[src/rtl/frag_buffer_ctrl.sv]
// Sequencer for the TX fragmentation buffer: admits payload writes for one TLP
// and reads it back out in fully-resident fragments of at most MAX_FRAG_DW.
//
// state | meaning
// IDLE  | waiting for a TLP descriptor (desc_ready=1)
// ARM   | waiting until the next fragment is resident and buf_ready is high
// START | one-cycle start_fragment pulse, no read
// READ  | one location per dl_ready cycle until the fragment's last location
// DONE  | one-cycle tlp_done pulse
module frag_buffer_ctrl #(
  parameter int DW_PER_LOC  = 8,
  parameter int MAX_LOC_WR  = 4,
  parameter int DEPTH       = 32,
  parameter int MAX_FRAG_DW = 128,
  parameter int LEN_W       = 10,
  localparam int OCC_W      = $clog2(DEPTH + 1)
) (
  input  logic             clk,
  input  logic             arst,
  input  logic             desc_valid,
  input  logic [LEN_W-1:0] desc_len_dw,
  output logic             desc_ready,
  input  logic             wr_valid,
  input  logic [2:0]       wr_nloc,
  output logic             wr_ready,
  output logic             buf_wr_en,
  output logic [2:0]       buf_no_loc_wr,
  output logic             buf_rd_en,
  output logic             buf_rd_mode,
  input  logic             buf_ready,
  output logic             start_fragment,
  input  logic             dl_ready,
  output logic             frag_sop,
  output logic             frag_eop,
  output logic             tlp_done,
  output logic [OCC_W-1:0] occupancy
);

  localparam int CNT_W    = LEN_W + 1;
  localparam int FRAG_LOC = MAX_FRAG_DW / DW_PER_LOC;

  typedef enum logic [2:0] {IDLE, ARM, START, READ, DONE} state_t;

  state_t           state, state_nxt;
  logic [CNT_W-1:0] tlp_locs, wr_cnt, rd_cnt, frag_len, frag_cnt;
  logic [CNT_W-1:0] len_full, locs_in, wr_left, rd_left, cur_frag, avail;
  logic [OCC_W-1:0] room;
  logic [2:0]       wr_amt;
  logic             load_desc, load_frag, eop_now;

  // A zero length field encodes the maximum, 2**LEN_W DW.
  assign len_full = (desc_len_dw == '0) ? (CNT_W'(1) << LEN_W) : {1'b0, desc_len_dw};
  assign locs_in  = (len_full + CNT_W'(DW_PER_LOC - 1)) / CNT_W'(DW_PER_LOC);

  assign wr_left  = tlp_locs - wr_cnt;
  assign rd_left  = tlp_locs - rd_cnt;
  assign avail    = wr_cnt - rd_cnt;
  assign cur_frag = (rd_left < CNT_W'(FRAG_LOC)) ? rd_left : CNT_W'(FRAG_LOC);
  assign room     = OCC_W'(DEPTH) - occupancy;

  assign wr_ready      = (state != IDLE) && (wr_cnt < tlp_locs) && (room >= OCC_W'(wr_nloc));
  assign wr_amt        = (CNT_W'(wr_nloc) < wr_left) ? wr_nloc : wr_left[2:0];
  assign buf_wr_en     = wr_valid && wr_ready && (wr_nloc != 3'd0);
  assign buf_no_loc_wr = buf_wr_en ? wr_amt : 3'd0;

  always_comb begin
    state_nxt      = state;
    desc_ready     = 1'b0;
    start_fragment = 1'b0;
    buf_rd_en      = 1'b0;
    buf_rd_mode    = 1'b0;
    frag_sop       = 1'b0;
    frag_eop       = 1'b0;
    tlp_done       = 1'b0;
    load_desc      = 1'b0;
    load_frag      = 1'b0;
    eop_now        = 1'b0;
    case (state)
      IDLE: begin
        desc_ready = 1'b1;
        if (desc_valid) begin
          load_desc = 1'b1;
          state_nxt = ARM;
        end
      end
      ARM: begin
        if ((avail >= cur_frag) && buf_ready) begin
          load_frag = 1'b1;
          state_nxt = START;
        end
      end
      START: begin
        start_fragment = 1'b1;
        state_nxt      = READ;
      end
      READ: begin
        // Mode derives from the in-fragment count so it holds across stalls.
        buf_rd_en   = dl_ready;
        buf_rd_mode = (frag_cnt != '0);
        frag_sop    = dl_ready && (frag_cnt == '0);
        eop_now     = dl_ready && (frag_cnt == frag_len - CNT_W'(1));
        frag_eop    = eop_now;
        if (eop_now) begin
          state_nxt = (rd_cnt + CNT_W'(1) == tlp_locs) ? DONE : ARM;
        end
      end
      DONE: begin
        tlp_done  = 1'b1;
        state_nxt = IDLE;
      end
      default: state_nxt = IDLE;
    endcase
  end

  always_ff @(posedge clk or negedge arst) begin
    if (!arst) begin
      state     <= IDLE;
      tlp_locs  <= '0;
      wr_cnt    <= '0;
      rd_cnt    <= '0;
      frag_len  <= '0;
      frag_cnt  <= '0;
      occupancy <= '0;
    end else begin
      state     <= state_nxt;
      occupancy <= occupancy + OCC_W'(buf_no_loc_wr) - OCC_W'(buf_rd_en);
      if (load_desc) begin
        tlp_locs <= locs_in;
        wr_cnt   <= '0;
        rd_cnt   <= '0;
      end else begin
        wr_cnt <= wr_cnt + CNT_W'(buf_no_loc_wr);
        rd_cnt <= rd_cnt + CNT_W'(buf_rd_en);
      end
      if (load_frag) begin
        frag_len <= cur_frag;
        frag_cnt <= '0;
      end else if (buf_rd_en) begin
        frag_cnt <= frag_cnt + CNT_W'(1);
      end
    end
  end

endmodule

[config.mk]
export PLATFORM = sky130hd
export DESIGN_NAME = frag_buffer_ctrl
export DESIGN_NICKNAME = d
export VERILOG_FILES = /design/src/rtl/frag_buffer_ctrl.sv
export SDC_FILE = /design/constraint.sdc
export NUM_CORES = 1
export LEC_CHECK = 0
export CAP_MARGIN = 20
export CORE_MARGIN = 2
export CORE_UTILIZATION = 55
export DETAILED_ROUTE_END_ITERATION = 8
export GPL_TIMING_DRIVEN = 1
export MAX_ROUTING_LAYER = met4
export PLACE_DENSITY_LB_ADDON = 0.05
export SETUP_SLACK_MARGIN = 0.05
export SYNTH_ARGS = -nofsm -noshare
export SYNTH_HDL_FRONTEND = slang
export SYNTH_SLANG_ARGS = --single-unit
[constraint.sdc]
create_clock -name clk -period 3.8 [get_ports clk]
set_input_delay 0.57 -clock clk [delete_from_list [all_inputs] [get_ports clk]]
set_output_delay 0.57 -clock clk [all_outputs]
set_load 0.01 [all_outputs]
# After elaboration in Yosys (flattened, before gate mapping)

Cells that the tools add are included.

Flip-flop bits (word level): 61
Input port bits: 19
Word-level logic and storage cells: 72

Add/sub/neg operators: 12
Magnitude comparators: 5
Equal/unequal tests: 9
Muxes and demuxes: 24
Reduce and logical (&&, ||, !) cells: 15

Operators with widths:

| cell                                                                   | number |
|---|---|
| 11-bit two-way mux                                                     | 6 |
| 11-bit by 1-bit adder with 11-bit output (second input constant)       | 2 |
| 8-bit by 11-bit subtractor with 11-bit output                          | 2 |
| 3-bit two-way mux                                                      | 6 |
| 3-bit one-hot mux with 4 select lines                                  | 1 |
| 11-bit by 1-bit adder with 11-bit output                               | 1 |
| 11-bit by 3-bit adder with 11-bit output                               | 1 |
| 11-bit by 3-bit adder with 11-bit output (second input constant)       | 1 |
| 11-bit equality test                                                   | 1 |
| 11-bit by 8-bit equality test with 1-bit output                        | 1 |
| 11-bit greater-or-equal comparator                                     | 1 |
| 11-bit zero test                                                       | 1 |
| 11-bit by 5-bit < comparator with 1-bit output (second input constant) | 1 |
| 11-bit by 8-bit < comparator with 1-bit output                         | 1 |
| 3-bit by 11-bit < comparator with 1-bit output                         | 1 |
| 1-bit two-way mux                                                      | 11 |
| 11-bit nonzero test                                                    | 1 |
| 11-bit by 1-bit subtractor with 11-bit output (second input constant)  | 1 |
| 11-bit subtractor                                                      | 1 |
| 10-bit zero test                                                       | 1 |
| 1-bit logical AND                                                      | 7 |
| 6-bit by 3-bit adder with 6-bit output                                 | 1 |
| 3-bit by 2-bit equality test with 1-bit output (second input constant) | 2 |
| 6-bit by 3-bit greater-or-equal comparator with 1-bit output           | 1 |
| 9 further kinds                                                        | 12 |

# Logic depth before layout (Yosys ltp)

Depth in word-level cells: 8
Gate-level depth with buffers: 21

# Worst setup path after synthesis

No wires, ideal clock.

Kind: register -> register
From: reg tlp_locs[0]
To: reg occupancy[5]
Library setup time: 0.080 ns
Data arrival time: 4.141 ns
Required time: 3.720 ns
Path slack: -0.421 ns
Stages on the path, launching flop included: 22
Clock period less this slack: 4.221 ns
Cells stage by stage: dfrtp_1 -> inv_1 -> ha_1 -> fa_1 -> ha_1 -> o21a_1 -> o21a_1 -> o22ai_1 -> a2111oi_1 -> o311ai_4 -> mux2i_1 -> nand2_1 -> ha_1 -> inv_1 -> ha_1 -> a21o_1 -> a21oi_1 -> inv_1 -> a21oi_1 -> nor2_1 -> nor2_1 -> xnor2_1

Longest elaborated chain between the ends: 8
Elaborated cells on any way between the ends: 11

Ends and longest elaborated chain:

| item                                                                                                  | RTL line | text |
|---|---|---|
| start: declaration                                                                                    | 45       | `logic [CNT_W-1:0] tlp_locs, wr_cnt, rd_cnt, frag_len, frag_cnt;` |
| start signal: assignment                                                                              | 128      | `tlp_locs <= locs_in;` |
| parallel branches: the longest is 5 deep, another holds 8-bit by 11-bit subtractor with 11-bit output | --       |  |
| 3-bit two-way mux (*)                                                                                 | 64       | `assign buf_no_loc_wr = buf_wr_en ? wr_amt : 3'd0;` |
| 6-bit by 3-bit adder with 6-bit output (*)                                                            | 126      | `occupancy <= occupancy + OCC_W'(buf_no_loc_wr) - OCC_W'(buf_rd_en);` |
| 6-bit by 1-bit subtractor with 6-bit output (*)                                                       | 126      |  |
| end signal: assignment                                                                                | 126      |  |
| end: declaration                                                                                      | 36       | `output logic [OCC_W-1:0] occupancy` |

Mark *: on every way between the ends.
A chain may end at the register's enable or synchronous reset.

# Final worst setup path

From: reg tlp_locs[1]
To: reg wr_cnt[10]

Longest elaborated chain between the ends: 8
Elaborated cells on any way between the ends: 11

Ends and longest elaborated chain:

| item                                                                                                  | RTL line | text |
|---|---|---|
| parallel branches: the longest is 5 deep, another holds 8-bit by 11-bit subtractor with 11-bit output | --       |  |
| 3-bit two-way mux (*)                                                                                 | 64       |  |
| 11-bit by 3-bit adder with 11-bit output (*)                                                          | 132      | `wr_cnt <= wr_cnt + CNT_W'(buf_no_loc_wr);` |
| 11-bit two-way mux (*)                                                                                | 127      | `if (load_desc) begin` |
| end signal: assignment                                                                                | 132      |  |
| end: declaration                                                                                      | 45       |  |

Marks and branches as above.

==> flow_summary.ini <==
[timing]
setup_slack_ns = -0.475
finalCritPeriodShare_pct = 112
hold_viol = 0
slew-limit-headroom_pct = 65.8
clock.fmax_mhz = 234
skew_ns = 0.0179
post-route-min-period_ns = 4.27
rsz0062_at_grt = yes
maxSlewViolCount = 0
worstMarginPinSlew_ns = 0.512
finalSetupViolCount = 41
fin_setup_tns_ns = -8.61

[outcome]
status = finished with violations
failed_checks = negative setup slack

[place]
placed_cells = 891
gp_congestion = 0.973
hpwlAfterDp_mm = 11.4
io_buffers = 36

[global_routing]
grt_first_pass_wirelength_mm = 26.3
grt-ovfl-total = 0
grt_pass1_vias = 5596
use_met2_pct = 53.7
use_met1_pct = 35.9
antenna_found_initial = 0
grt_util_met3_pct = 3.90
grt_max_degree = 45
grt.busiest_layer = met2
grt_util_all_layers_pct = 30.7

[worst_setup_path]
path_class = flop to flop
path_buf_inv = 7
crit_chain = buf_4 -> ha_1 -> nor2b_4 -> o2111ai_2 -> buf_4 -> and4_1 -> o31a_1 -> a311oi_2 -> buf_4 -> o311ai_4 -> buf_4 -> mux2i_1 -> nor2_2 -> buf_4 -> ha_4 -> inv_2 -> fa_2 -> inv_2 -> a21o_1 -> nor2b_4 -> nand3_2 -> xor2_1 -> nor2_1
end_kind = flop
crit_top_cell = buf_4
slowest_delay_ns = 0.44
cp_slowest_cell = dfrtp_1
cp_max_fo = 5
start_kind = flop
crit_required_ns = 4.09
critPathArrivalTime_ns = 4.56
crit_family = buffers and inverters

[floorplan]
rows = 36
dieArea_mm2 = 0.0107
start_util_pct = 56.1
core_mm2 = 0.00973
io_pins = 37
die_w_um = 104
die_y_um = 104

[routing]
ant_nets = 0
first_iter_violations = 309
wl_mm = 16.5
vias = 5382
post-route-drc-count = 0
firstDrtPassIters = 5
viasPerCell = 5.76
wl_per_cell_um = 17.7

[clock_network]
clk_pin_slew_worst_paths_ns = 0.08
cts_tree = yes
cts_hold_buf = 0
h-tree-depth = 3
cts_buffer_depth = 2
cts_made_buffers = 9
clock-sinks = 61
clock_latency_ns = 0.37
root_buffer = clkbuf_8

[logic_synthesis]
ys_seq_elements = 61
yosysSeqAreaShare_pct = 27.9
ys.flop_type = dfrtp_1
synth_area_mm2 = 0.00546
avgSynthCellArea_um2 = 8.48
ys_warn_count = 0
synthCells = 644
synthDistinctLibCells = 65
synthArstFlopShare_pct = 100
synth-edff-count = 0

[power_and_ir_drop]
peakVddDrop_uv = 331
power.leakage_nw = 3.48
power_density_mw_per_mm2 = 513

[final_layout]
instances_no_fill = 934
antennaDiodeCount = 0
nFillCells = 619
areaGrowthSynthToFinish_pct = 40.0
drive_gt1_share_pct = 29.3
fin_nets = 882

[flow_run]
maxCapViolations = 0

[worst_hold_path]
min_path_type = input port to async pin
[cells in the mapped netlist, drive strengths merged (10+ instances only)]
library cell / number / area (um2)
nor2: 69 / 262
dfrtp: 61 / 1530
ha: 61 / 763
inv: 58 / 218
xnor2: 48 / 420
nand2: 43 / 161
xor2: 28 / 245
o21ai: 26 / 130
a21oi: 25 / 125
nor3: 24 / 125
nand3: 20 / 100
a21o: 17 / 128
and2: 12 / 75.1
clkbuf: 11 / 41.3
a31oi: 10 / 62.6
nand4: 10 / 62.6
nor2b: 10 / 70.1
nor4: 10 / 68.8
[layer usage]
layer / part of all wire (%) / vias up
met1: 41 / 2643
met2: 53 / 139
met5: 0 / -
met3: 3.2 / 44
li1: - / 2556
met4: 2.6 / 0
[report_power, final]
group,internal [W],switching (W),leakage [nW]
Sequential,0.000770,0.000150,0.762
Combinational,0.00118,0.00121,2.62
Clock,0.000333,0.000277,0.101
Total,0.00228,0.00164,3.48
[cells by family (layout without fill, tap and decap cells)]
kind of cell               count (synthesis)  count (layout)  synth area share, %
other                                      1               6               0.0686
and+or+nand+nor                          232             232                 21.3
AOI/OAI and AO/OA                        130             130                 16.3
DFF                                       61              61                 27.9
adders and majority gates                 66              66                 15.8
buffers and inverters                     71             223                 4.92
xor gates and xnor gates                  76              76                 12.2
muxes                                      7               7                 1.40
[final cells by class]
cell class,instances,area (um2),share of cell area [%]
tap,133,166,2.18
clock inverter,4,47.5,0.622
clock buffer,11,151,1.98
sequential,61,1530,20.0
inverter,58,218,2.85
multi-input combinational,517,4230,55.3
timing repair buffer,150,1310,17.1
[layout by cell type (no fill, tap or decap), drive strengths merged, types with 10 or more instances in the layout]
master         synthesis  layout
inv                   58      58
nand3                 20      20
ha                    61      61
o21ai                 26      26
clkbuf                11      12
nor4                  10      10
nor3                  24      24
buf                    2     118
dfrtp                 61      61
a21o                  17      17
nor2b                 10      10
nand4                 10      10
xor2                  28      28
nand2                 43      43
nor2                  69      69
xnor2                 48      48
clkdlybuf4s50          0      31
a21oi                 25      25
and2                  12      12
a31oi                 10      10
[sequential cells by signal, summed over array words and instances (netlist names)]
register,cells
rd_cnt,11
wr_cnt,11
tlp_locs,8
frag_len,11
state,3
occupancy,6
frag_cnt,11
[stage by stage]
step	cell area [um2]	util, %	hold WS [ns]	total power [W]	setup WS, ns
final	7650	78.6	0.0931	0.00392	-0.475
after global routing	7650	78.6	0.110	0.00421	-0.658
after CTS	7350	75.5	0.417	0.00376	-0.324
after detailed placement	6730	69.2	0.502	0.00297	-0.399
after global placement	6730	69.2	0.495	0.00287	-0.278
after floorplan	5600	-	0.274	0.00225	-0.0224
[worst paths after layout]
check                              from      endpoint  slack (ns)  cells past startpoint
min                                arst  frag_cnt[10]        0.09                      1
max in group asynchronous          arst   tlp_locs[6]        2.88                      3
max                         tlp_locs[1]    wr_cnt[10]       -0.47                     23
min reg2reg                frag_len[10]  frag_len[10]        0.54                      1
max reg2reg                 tlp_locs[1]    wr_cnt[10]       -0.47                     23
min in group clk           frag_len[10]  frag_len[10]        0.54                      1
[what timing repair did]
item | in CTS | in global routing
endpoints found under the setup margin | 42 | 42
cloned | 2 | 0
pin swaps | 41 | 30
resized for setup | 77 | 53
buffers inserted | 19 | 9
Note: power is estimated with default switching activity, not from simulation.
==> patch: new RTL, same settings <==
The parameter `LEN_W` goes from 10 to 8.
--- a/src/rtl/frag_buffer_ctrl.sv
+++ b/src/rtl/frag_buffer_ctrl.sv
@@ -13,5 +13,5 @@
   parameter int DEPTH       = 32,
   parameter int MAX_FRAG_DW = 128,
-  parameter int LEN_W       = 10,
+  parameter int LEN_W       = 8,
   localparam int OCC_W      = $clog2(DEPTH + 1)
 ) (
Interface: changed (resized desc_len_dw); port bits go from 37 to 35. The function was not compared with the original's and may differ.
==> patch against the unedited design <==
The run still ends with setup timing left; worst setup slack gained 0.18 ns; clock skew shrank 0.014 ns; wire length shrank 27%; synthesized area shrank 19%; non-clock buffer count shrank 51; global-route usage shrank 2.4 points; final area shrank 23%; sequential cell count shrank 10; critical endpoint is now frag_len[3]; highest routed layer unchanged.
Power is not compared: it rests on default switching activity, and its combinational part moved more than twofold at a synthesized area within 25%.
==> patch: results (changes against the unedited design) <==
- Status: finished with violations
- Failing checks: setup timing
- Later-pin clock latency in the skew report: 0.32 ns (-0.05 ns)
* Routed wire length per instance: 16.95 µm (-4.3%)
- The maximum number of pins on one net before global-route repair was 27 (-40%).
* Initial DRT Pass Iterations: 4 (-1)
- Register area share after synthesis: 28.74% (+0.80 points)
- Worst max-slew margin expressed relative to the limit: 40.33% (-25 points)
- Global-route wire length before repair: 19.38 mm (-26%)
- Instance area at placement: 0.005304 mm² (-21%)
- The amount of wire on met3 after detailed routing was 481 µm (-8.9%).
- In the synthesized netlist the dominant register cell turns out to be sky130_fd_sc_hd__dfrtp_1.
- GR Layer Usage met1: 38.16% (+2.2 points)
- Post-Route Setup TNS: -2.300 ns (+6.311 ns)
- CP Launch Point: tlp_locs[0]
* Met2 Track Usage GR: 47.02% (-6.7 points)
* CP delay by family, top: simple AND/OR/NAND/NOR gates
- DRT Wirelength: 12.09 mm (-27%)
- Crit path arrival time: 4.31 ns (-0.25 ns)
- Smallest setup slack after layout: -0.2975 ns (+0.1774 ns)
* Met3 Use GR: 3.050% (-0.85 points)
- The post-cts gate resize count is 51 (-34%).
- Post-synthesis cell type count: 54 (-17%)
* Highest-delay cell along the critical path: sky130_fd_sc_hd__or3_4
* Final setup skew: 0.004131 ns (-0.01381 ns)
- Count of H-tree levels built during CTS: 2 (-1)
- Synth cell count leaders: sky130_fd_sc_hd__ha_1, sky130_fd_sc_hd__nor2_1, sky130_fd_sc_hd__dfrtp_1, sky130_fd_sc_hd__inv_1, sky130_fd_sc_hd__xnor2_1
- Clk slew on worst S/H paths: 0.11 ns (+0.03 ns)
* Number of buffers between clock root and the deepest sink: 2 (unchanged)
- Mean instance size in the synthesized netlist: 8.589 µm² (+1.3%)
- Summed over all cells, the static leakage comes to 2.615 nW.
* Final HPWL DP: 8.593 mm (-25%)
- The pre-CTS setup slack came to -0.4902 ns (-0.09128 ns).
* Number of failing setup endpoints in the final timing report: 24 (-41%)
* Number of global-route vias before repair: 4105 (-27%)
- The fraction of layout instances using a drive strength above 1 is 23.24% (-6.1 points).
- In the post-synthesis netlist, the biggest area contributors are sky130_fd_sc_hd__dfrtp_1, sky130_fd_sc_hd__ha_1, sky130_fd_sc_hd__xnor2_1, sky130_fd_sc_hd__xor2_1, sky130_fd_sc_hd__nor2_1.
- Initial detailed-routing violation count: 244 (-21%)
* Number of buffers added by the clock tree synthesis step: 5 (-4)
- The combined global-route utilization of all metal layers was 28.32% (-2.4 points).
* Reg-to-reg startpoint: tlp_locs[0]
- Routed met2 length: 6.091 mm (-30%)
* Antenna violations before repair: 0 (unchanged)
- The number of port buffers was 34 (-5.6%).
- Via density per instance: 5.806 (+0.77%)
* Post-route worst hold slack: 0.2516 ns (+0.1585 ns)
- The final weighted congestion of routability-driven global placement came to 0.9312 (-4.3%).
- M1 wire length: 5.338 mm (-22%)
==> patch: power by group <==
group	internal (mW)	switching, mW	leakage [nW]
Clock	0.268	0.211	0.0703
Sequential	0.732	0.233	0.648
Combinational	2.52	2.44	1.90
Total	3.52	2.89	2.61
==> patch: cells by family (layout without fill, tap and decap cells) <==
kind of cell / count (synthesis) / after routing / synth area share, %
fa+ha+maj: 58 / 58 / 17.19
flops: 51 / 51 / 28.74
compound gates: 105 / 105 / 15.27
buf+inv: 59 / 150 / 5.015
xor+xnor: 63 / 63 / 12.43
mux: 3 / 3 / 0.7044
simple gates: 177 / 177 / 20.57
other cells: 1 / 4 / 0.08445
==> patch: cell type report <==
class	instances	area [µm²]	share of cell area, %
flip-flops and latches	51	1277	21.55
inverters	43	163.9	2.765
repair buffers	99	870.8	14.69
clock buffers	5	68.82	1.161
well taps	102	127.6	2.153
clock inverters	3	71.32	1.203
multi-input cells	410	3348	56.48
